===== src/rtl/seq_nibble_comparator.sv =====
// rtl/seq_nibble_comparator.sv - multi-cycle nibble-serial magnitude comparator
//
// Purpose:
//    Compares two unsigned WIDTH-bit operands one 4-bit nibble per clock,
//    most-significant nibble first, using the gt/eq/lt cascade rule of the
//    4-bit comparator slice. When every nibble is equal, the captured cascade
//    inputs become the result unchanged, so illegal cascade combinations also
//    pass through unchanged. Operands are captured on accept, so later
//    changes on a/b/cascade have no effect on a comparison in flight.
//
// Parameters:
//    WIDTH       operand width in bits (multiple of 4, >= 4)
//    EARLY_EXIT  1: finish at the first unequal nibble; 0: always scan all nibbles
//
// Ports:
//    clk        in   1      clock, rising edge
//    rst_n      in   1      asynchronous active-low reset
//    in_valid   in   1      operand/cascade bundle valid
//    in_ready   out  1      bundle can be accepted (state is IDLE)
//    a, b       in   WIDTH  operands, unsigned
//    iagtb      in   1      cascade-in A>B
//    iaeqb      in   1      cascade-in A==B
//    ialtb      in   1      cascade-in A<B
//    out_valid  out  1      result valid (registered)
//    out_ready  in   1      consumer accepts result
//    oagtb      out  1      result A>B (registered)
//    oaeqb      out  1      result A==B (registered)
//    oaltb      out  1      result A<B (registered)
//    busy       out  1      comparison in progress or result pending

`timescale 1ns/1ps

module seq_nibble_comparator #(
   parameter int WIDTH      = 12,
   parameter bit EARLY_EXIT = 1'b1
) (
   input  logic             clk,
   input  logic             rst_n,
   input  logic             in_valid,
   output logic             in_ready,
   input  logic [WIDTH-1:0] a,
   input  logic [WIDTH-1:0] b,
   input  logic             iagtb,
   input  logic             iaeqb,
   input  logic             ialtb,
   output logic             out_valid,
   input  logic             out_ready,
   output logic             oagtb,
   output logic             oaeqb,
   output logic             oaltb,
   output logic             busy
);

   localparam int NIB = WIDTH / 4;
   localparam int IW  = (NIB > 1) ? $clog2(NIB) : 1;
   localparam logic [IW-1:0] IDX_TOP = IW'(NIB - 1);

   typedef enum logic [1:0] {
      S_IDLE = 2'd0,
      S_CMP  = 2'd1,
      S_DONE = 2'd2
   } state_t;

   state_t r_state;
   state_t w_state_nxt;

   logic [IW-1:0]    r_idx;
   logic [WIDTH-1:0] r_a;
   logic [WIDTH-1:0] r_b;
   logic [2:0]       r_casc;       // {gt, eq, lt}
   logic             r_dec;        // a nibble has already decided the result
   logic [2:0]       r_dec_res;    // result chosen by that nibble
   logic [2:0]       r_res;        // {gt, eq, lt} presented on the outputs
   logic             r_out_valid;

   logic [3:0]       w_nib_a;
   logic [3:0]       w_nib_b;
   logic             w_nib_gt;
   logic             w_nib_lt;
   logic             w_last;
   logic             w_dec_nxt;
   logic [2:0]       w_dec_res_nxt;
   logic [2:0]       w_final_res;
   logic             w_finish;

   // Select the nibble at r_idx from the captured operands.
   always_comb begin
      w_nib_a = '0;
      w_nib_b = '0;
      for (int i = 0; i < NIB; i++) begin
         if (r_idx == IW'(i)) begin
            w_nib_a = r_a[4*i +: 4];
            w_nib_b = r_b[4*i +: 4];
         end
      end
   end

   // Cascade rule for the current nibble. Once a more-significant nibble has
   // decided, the decision is sticky and the remaining nibbles are ignored.
   always_comb begin
      w_nib_gt      = (w_nib_a > w_nib_b);
      w_nib_lt      = (w_nib_a < w_nib_b);
      w_last        = (r_idx == '0);
      w_dec_nxt     = r_dec;
      w_dec_res_nxt = r_dec_res;
      if (!r_dec) begin
         if (w_nib_gt) begin
            w_dec_nxt     = 1'b1;
            w_dec_res_nxt = 3'b100;
         end else if (w_nib_lt) begin
            w_dec_nxt     = 1'b1;
            w_dec_res_nxt = 3'b001;
         end
      end
      // All nibbles equal: the cascade bits pass through untouched.
      w_final_res = w_dec_nxt ? w_dec_res_nxt : r_casc;
      w_finish    = EARLY_EXIT ? (w_dec_nxt || w_last) : w_last;
   end

   // State register.
   always_ff @(posedge clk or negedge rst_n) begin
      if (!rst_n) begin
         r_state <= S_IDLE;
      end else begin
         r_state <= w_state_nxt;
      end
   end

   // Next-state logic.
   always_comb begin
      w_state_nxt = r_state;
      case (r_state)
         S_IDLE: begin
            if (in_valid) begin
               w_state_nxt = S_CMP;
            end
         end
         S_CMP: begin
            if (w_finish) begin
               w_state_nxt = S_DONE;
            end
         end
         S_DONE: begin
            // out_valid is always 1 in DONE, so out_ready alone completes it.
            if (out_ready) begin
               w_state_nxt = S_IDLE;
            end
         end
         default: begin
            w_state_nxt = S_IDLE;
         end
      endcase
   end

   // Datapath: operand capture, nibble walk and result registers.
   always_ff @(posedge clk or negedge rst_n) begin
      if (!rst_n) begin
         r_idx       <= IDX_TOP;
         r_a         <= '0;
         r_b         <= '0;
         r_casc      <= '0;
         r_dec       <= 1'b0;
         r_dec_res   <= '0;
         r_res       <= '0;
         r_out_valid <= 1'b0;
      end else begin
         case (r_state)
            S_IDLE: begin
               if (in_valid) begin
                  r_a       <= a;
                  r_b       <= b;
                  r_casc    <= {iagtb, iaeqb, ialtb};
                  r_idx     <= IDX_TOP;
                  r_dec     <= 1'b0;
                  r_dec_res <= '0;
               end
            end
            S_CMP: begin
               if (w_finish) begin
                  r_res       <= w_final_res;
                  r_out_valid <= 1'b1;
               end else begin
                  r_idx     <= r_idx - IW'(1);
                  r_dec     <= w_dec_nxt;
                  r_dec_res <= w_dec_res_nxt;
               end
            end
            S_DONE: begin
               if (out_ready) begin
                  r_out_valid <= 1'b0;
               end
            end
            default: begin
               r_out_valid <= 1'b0;
            end
         endcase
      end
   end

   assign in_ready  = (r_state == S_IDLE);
   assign busy      = (r_state != S_IDLE);
   assign out_valid = r_out_valid;
   assign oagtb     = r_res[2];
   assign oaeqb     = r_res[1];
   assign oaltb     = r_res[0];

endmodule


===== config.mk =====
export PLATFORM = sky130hd
export DESIGN_NAME = seq_nibble_comparator
export DESIGN_NICKNAME = d
export VERILOG_FILES = /design/src/rtl/seq_nibble_comparator.sv
export SDC_FILE = /design/constraint.sdc
export NUM_CORES = 1
export LEC_CHECK = 0
export CAP_MARGIN = 20
export CORE_MARGIN = 3
export CORE_UTILIZATION = 54
export DETAILED_ROUTE_END_ITERATION = 16
export PLACE_DENSITY = 0.83
export SYNTH_ARGS = -nofsm -noshare
export SYNTH_HDL_FRONTEND = slang
export SYNTH_SLANG_ARGS = --single-unit
export TNS_END_PERCENT = 5

===== constraint.sdc =====
create_clock -name clk -period 4 [get_ports clk]
set_input_delay 0.8 -clock clk [delete_from_list [all_inputs] [get_ports clk]]
set_output_delay 0.8 -clock clk [all_outputs]
set_load 0.01 [all_outputs]

# == Word-level counts from Yosys, hierarchy flattened ==
# Cells that the tools add are included.
# totals
output_inout_bits,6
regBits,39
# classes
bitwise_logic,1
add_sub_neg,1
eq_ne,8
reduce_logical,10
order_cmp,2
muxes,29
# ops
op,count
$mux 4,6
$mux 3,6
$mux 2,5
$reduce_and 3->1,3
$ne 2x2->1 const B,4
$mux 1,7
$pmux 2 s3,1
$pmux 3 s2,1
$eq 2x1->1 const B,2
$eq 2x2->1 const B,2
$gt 4x4->1,1
$logic_not 2->1,2
$lt 4x4->1,1
$pmux 2 s2,1
$reduce_and 2->1,2
$reduce_bool 2->1,2
$pmux 1 s3,1
$pmux 1 s2,1
$sub 2x1->2 const B,1
$logic_or 1x1->1,1
$not 1->1,1

# == Longest topological paths before layout ==
# Gate-level depths: netlist of the first run.
# depth
depth_word,11
ltp_mapped,12
depth_no_buf,11

# == Least setup slack after synthesis of the first run ==
# Ideal clock, no wire load.
# synth_path
kind,reg2reg
from,register r_idx[1]
to,register r_res[2]
setup_ns,0.125
slack_ns,1.424
t_arrival_ns,2.451
stages_incl_launch_ff,12
period_less_slack_ns,2.576
cell_sequence,dfstp_2 -> inv_1 -> ha_1 -> clkbuf_1 -> nor2_1 -> a21oi_1 -> o21ai_0 -> ha_1 -> a21oi_1 -> a311oi_2 -> a21oi_2 -> mux2_4
# synth_via
elab_chain_cells,10
elab_cells_between_ends,20
cone_classes,2 x order compare; 2 x eq/ne; 13 x mux; 3 x reduce/logical
# synth_rtl
element,line,text
from (decl),67,logic [IW-1:0] r_idx;
from (signal assigned),183,r_idx <= r_idx - IW'(1);
$logic_not 2->1,"91, 103",
$mux 4 (3 in series),91,if (r_idx == IW'(i)) begin
$lt 4x4->1,102,w_nib_lt = (w_nib_a < w_nib_b);
$mux 1,110,end else if (w_nib_lt) begin
$mux 1,107,if (w_nib_gt) begin
$mux 1,106,if (!r_dec) begin
$logic_or 1x1->1,117,w_finish = EARLY_EXIT ? (w_dec_nxt || w_last) : w_last;
$reduce_and 2->1 (no line),-,
to (signal assigned),180,r_res <= w_final_res;
to (decl),73,logic [2:0] r_res;
# Parallel ways exist; a longest one is shown, timed or not.
# A chain may end at the register's enable or synchronous reset.

# == Final worst setup path of the first run ==
# Ends and elaborated chain as after synthesis.

==> reports/metrics.yaml, run 1 <==
hold_viol_final: 0
grt_usage: 0.196
grt_start_max_net_pins: 40
ctsHoldBuffers: 0
post_drt_wl_per_cell_um: 14.5
finalNetCount: 239
synth.yosys.seq_area_share: 0.530
synth-edff-count: 0
cpLargestDelayFamily: "compound AO/OA/AOI/OAI gates"
vias: 1327
path_cells: "inv_1, ha_1, nand3b_1, a21oi_1, a21oi_1, ha_1, nand3_1, a311oi_2, a21oi_2, mux2_4"
hpwl_um: 2690
syn_area_um2: 1840
portBuffers: 36
yosysMostFrequentCell: "dfrtp_1"
dr.pass1.iters: 4
drt-total-wl_um: 3560
power.total_mw: 1.70
hp-class: "flip-flop to flip-flop"
ant_nets: 0
routed_via_density: 5.39
p_seq_frac: 0.405
crit_fanout: 16
cts.repair.resized: 0
gr-total-overflow: 0
powerDensity_nw_per_um2: 743
initial_core_util: 0.585
cts-root-buf: "clkbuf_4"
rows: 20
synthesis.nets: 201
synth-seq-cells: 39
rsz0062_at_grt: "false"
async_reset_ff_frac: 1.00
antenna_cells: 0
ios: 37
switching_power_uw: 629
dr.first_iter.drc_count: 33
crit_buf_inv: 1
area_delta_synth_final_pct: 23.9
start_kind: "flip-flop"
fin_tns_setup_ns: 0
post-route-min-period_ns: 2.88
avgSynthCellArea_um2: 11.3
p_leak_nw: 0.994
worstPathArrival_ns: 3.11
crit_path_end_kind: "flip-flop"
setup_viol: 0
slew_headroom: 0.440
setup.worst_path.class: "flip-flop to flip-flop"
die_x_um: 64.4
clock_sinks: 39
placed_area_um2: 2230
cts_tree: "yes"
gp_congestion: 0.897
fill_cells: 255
synth_top_area_frac: 0.516
max-cap-violations: 0
reg2reg_slack_ns: 1.12
post-route-drc-count: 0
cts_buffer_depth: 2
cts_inserted_buffers: 5
yosys_warnings: 0
sw_frac_of_total: 0.371
place_inst: 238
yosysTopAreaCell: "dfrtp_1"
grt_pass1_vias: 1357
post_cts_buffers: 0
internal_power_mw: 1.07
maxSlewViolCount: 0
finalClockSkew_ns: 0.0115
die_h_um: 64.4
worst_skew_pair.late_latency_ns: 0.34
ir_worst_vdd_mv: 0.368
dieArea_um2: 4150
post-place-ws_ns: 1.15
drive_above_1_share: 0.183
synth_cells: 163
finalCritPeriodShare: 0.719
post-route-worst-setup-slack_ns: 1.12
clk_pin_slew_ns: 0.10
core_um2: 3150
grt_pass1_wl_um: 6160
post-route-cell-area_um2: 2280
max_slew.worst_pin.slew_ns: 0.840
clkPwrFrac: 0.109
ys.flop_type: "dfrtp_1"
antenna_found_initial: 0
status: "finished, final reports clean"
critPathSlowestCell: "dfstp_2"
critPathRequiredTime_ns: 4.23
ys_types: 25
cp_slowest_stage_delay_ns: 0.56
netlist_top_cells_area: "dfrtp_1 52%, mux2_2 16%, ha_1 4.8%, a21oi_1 4.3%, nand2_1 3.9%"
ys_top_cells_by_count: "38 x dfrtp_1, 26 x mux2_2, 19 x nand2_1"
htreeDepth: 2
comb_power_share: 0.486
timing.fmax_mhz: 348
final_cells: 246
final timing paths:
check / start / end / cells after the start
worst max register to register: r_idx[1]$_DFFE_PN1P_ / r_res[2]$_DFFE_PN0P_ / 10
worst min register to register: r_dec_res[0]$_DFFE_PN0P_ / r_dec_res[0]$_DFFE_PN0P_ / 1
min in group asynchronous: rst_n / r_state[0]$_DFFE_PN0P_ / 1
worst max-delay path: r_idx[1]$_DFFE_PN1P_ / r_res[2]$_DFFE_PN0P_ / 10
max in group asynchronous: rst_n / r_casc[2]$_DFFE_PN0P_ / 1
worst min-delay path: r_dec_res[0]$_DFFE_PN0P_ / r_dec_res[0]$_DFFE_PN0P_ / 1
cells by family after synthesis:
kind of cell,Yosys count,synth area share
AO/OA/AOI/OAI,32,0.105
adder cells (fa/ha/maj),7,0.0475
buffers and inverters,14,0.0305
flip-flops,39,0.530
multiplexers,30,0.183
AND/OR/NAND/NOR,41,0.103
worst reg2reg max path, cell delays in order (launching register included):
cell and delay [ns]:
dfstp_2 0.56, inv_1 0.06, ha_1 0.35, nand3b_1 0.23
a21oi_1 0.17, a21oi_1 0.06, ha_1 0.35, nand3_1 0.15
a311oi_2 0.37, a21oi_2 0.16, mux2_4 0.31
area by class of cell:
class | instances | area [um2] | area share
Multi-Input combinational cell | 110 | 810 | 0.355
Inverter | 8 | 30.0 | 0.0132
Timing Repair Buffer | 37 | 363 | 0.159
Tap cell | 44 | 55.1 | 0.0241
Clock buffer | 8 | 48.8 | 0.0214
Sequential cell | 39 | 977 | 0.428
state kept, by name (all words and copies together) (netlist names), 2 cells and up:
name,flops
r_a,12
r_state,2
r_idx,2
r_res,3
r_casc,3
r_dec_res,3
r_b,12
placed cells by master (no fill, tap or decap), types with 3 or more instances in the layout:
master,synthesis,routed
nand3b_1,4,4
clkdlybuf4s50_1,0,35
a21oi_1,16,16
o21ai_0,7,7
clkbuf_4,0,5
clkbuf_1,3,3
inv_1,8,8
and2_1,4,4
nor2_1,9,9
nand2b_1,3,3
mux2i_1,3,3
a21o_1,3,3
mux2_2,26,26
dfrtp_1,38,38
ha_1,7,7
nand2_1,19,19
metal layers:
metal  vias up  global-route usage  part of all wire
met4         0              0.0712             0.016
met3         6              0.0676             0.057
li1        642                   -                 -
met1       646               0.235              0.43
met5         -                   0                 0
met2        33               0.327              0.49
per-stage QoR:
stage | util | hold WS (ns)
floorplan | - | 0.454
global placement | 0.709 | 0.469
detailed placement | 0.709 | 0.480
CTS | 0.724 | 0.507
global route | 0.724 | 0.522
finish | 0.724 | 0.506
power groups by stage:
| stage | combinational [mW] | sequential [mW] | clock [mW] |
|---|---|---|---|
| final | 0.824 | 0.688 | 0.185 |
| after global routing | 0.920 | 0.709 | 0.213 |
| after CTS | 0.832 | 0.688 | 0.193 |
| after detailed placement | 0.830 | 0.697 | 0 |
| after global placement | 0.787 | 0.686 | 0 |
| after floorplan | 0.599 | 0.661 | 0 |
(Power assumes the default switching activity.)
==> run 2, diff against run 1 <==
CORE_UTILIZATION = 46   (was 54)
PLACE_DENSITY = 0.75   (was 0.83)
clock period = 2.56 ns   (was 4 ns; I/O delays follow)
==> run 2 against run 1 <==
Sequential cell count is the same. Count of clock-buffer cells in the layout shrank 3. Critical path depth grew 1. Die area grew 16%. Register-to-register slack lost 1.1 ns. Maximum frequency grew 14%. Combinational power grew 100%. Sequential power grew 58%. Global-route usage shrank 2.2 points.
==> reports/metrics.yaml, run 2 (synthesis gave the netlist of run 1 again) <==
dieArea_um2: 4800
post-route-min-period_ns: 2.53
ant_nets: 0
grt_pass1_vias: 1439
htreeDepth: 2
dr.pass1.iters: 4
maxSlewViolCount: 0
top_regs: "r_a: 12 flops, r_b: 12 flops"
placed_area_um2: 2300
timing.fmax_mhz: 395
final_common_cell: "dfrtp_1"
die_x_um: 69.3
drt-total-wl_um: 3990
p_leak_nw: 1.08
dr.first_iter.drc_count: 97
rsz0062_at_grt: "true"
hp-class: "input port to asynchronous set/reset pin"
powerDensity_nw_per_um2: 1260
routed_via_density: 5.31
worstPathArrival_ns: 2.73
antenna_found_initial: 0
finalNetCount: 249
finalClockSkew_ns: 0.00559
ctsHoldBuffers: 0
post_drt_wl_per_cell_um: 15.3
post-route-drc-count: 0
die_h_um: 69.3
clock_sinks: 39
worst_skew_pair.late_latency_ns: 0.30
gr-total-overflow: 0
ir_worst_vdd_mv: 0.507
initial_core_util: 0.489
cts_inserted_buffers: 5
hold_viol_final: 0
crit_fanout: 6
final_cell_mix: "37 x dfrtp_1, 35 x clkdlybuf4s50_1, 26 x mux2_2"
setup_viol: 0
portBuffers: 36
drive_above_1_share: 0.297
slew_headroom: 0.451
ios: 37
clkPwrFrac: 0.134
hpwl_um: 2880
ff2ff_path_depth: 11
post-route-cell-area_um2: 2530
clk_pin_slew_ns: 0.08
post-place-ws_ns: -0.0656
finalCritPeriodShare: 0.990
start_kind: "flip-flop"
core_um2: 3770
post-route-util: 0.671
cts_buffer_depth: 2
vias: 1381
antenna_cells: 0
grt_start_max_net_pins: 40
fin_tns_setup_ns: 0
max-cap-violations: 0
gp_congestion: 0.806
switching_power_mw: 1.23
p_seq_frac: 0.341
grt_usage: 0.174
comb_power_share: 0.525
setup.worst_path.class: "flip-flop to flip-flop"
cts-root-buf: "clkbuf_8"
status: "finished, final reports clean"
post-route-worst-setup-slack_ns: 0.0267
crit_path_end_kind: "flip-flop"
grt_pass1_wl_um: 6610
sw_frac_of_total: 0.386
cts_tree: "yes"
area_delta_synth_final_pct: 37.2
critPathRequiredTime_ns: 2.75
internal_power_mw: 1.96
rows: 22
max_slew.worst_pin.slew_ns: 0.823
run 2: cell types whose count changed in the layout (fill, tap and decap cells not counted), sizes merged:
cell and delta:
inv +1, clkinvlp +2, buf +10, clkbuf -3
run 2: layout make-up:
class	instances	area [um2]
repair buffers	47	470
clock inverters	3	23.8
well taps	48	60.1
clock buffers	5	68.8
multi-input cells	110	895
fillers	267	1240
flip-flops and latches	39	978
inverters	8	32.5
run 2: per-stage QoR:
step                      hold slack, ns  std cells  total power [mW]
after floorplan                    0.216        163              1.97
after global placement             0.471        249              2.42
final                              0.304        260              3.19
after global routing               0.369        260              3.40
after detailed placement           0.480        249              2.49
after CTS                          0.336        257              2.93
run 2: critical path, stage by stage (launching register included):
cell and delay, ns:
dfstp_2 0.56, inv_4 0.05, ha_4 0.17, nand3b_1 0.19
a21oi_2 0.16, a21oi_2 0.05, ha_1 0.34, nand2b_1 0.12
a311oi_4 0.33, a21oi_2 0.12, buf_4 0.16, a21o_1 0.16
run 2: timing repair:
item / CTS / global route
resized for setup: 2 / 22
endpoints found under the setup margin: 7 / 7
pin swaps: 0 / 10
buffers inserted: 0 / 3
gates cloned: 0 / 0
run 2: per-layer routing:
layer / vias up / track usage / share of wire
met5: - / 0 / 0
met2: 31 / 0.297 / 0.52
li1: 662 / - / -
met1: 677 / 0.207 / 0.41
met3: 11 / 0.0406 / 0.036
met4: 0 / 0.0803 / 0.028
run 2: path summary, 6_finish.rpt:
| kind | startpoint | to | slack (ns) |
|---|---|---|---|
| max | r_idx[1]$_DFFE_PN1P_ | out_valid$_DFFE_PN0P_ | 0.03 |
| min | rst_n | r_casc[1]$_DFFE_PN0P_ | 0.30 |
| max reg2reg | r_idx[1]$_DFFE_PN1P_ | out_valid$_DFFE_PN0P_ | 0.03 |
| min reg2reg | r_a[3]$_DFFE_PN0P_ | r_a[3]$_DFFE_PN0P_ | 0.51 |
| max in group asynchronous | rst_n | r_idx[0]$_DFFE_PN0P_ | 1.68 |
| min in group clk | r_a[3]$_DFFE_PN0P_ | r_a[3]$_DFFE_PN0P_ | 0.51 |
run 2: power groups by stage:
stage / registers (mW) / logic (mW) / clock network, mW
final: 1.09 / 1.67 / 0.428
after CTS: 1.07 / 1.42 / 0.438
after detailed placement: 1.08 / 1.41 / 0
after global routing: 1.12 / 1.82 / 0.468
after floorplan: 1.03 / 0.935 / 0
after global placement: 1.08 / 1.34 / 0
==> run 3, diff against run 2 <==
CTS_CLUSTER_SIZE = 14   (was not set)
==> results of run 3 <==
Final layout, timing and power as in run 2 (identical DEF).
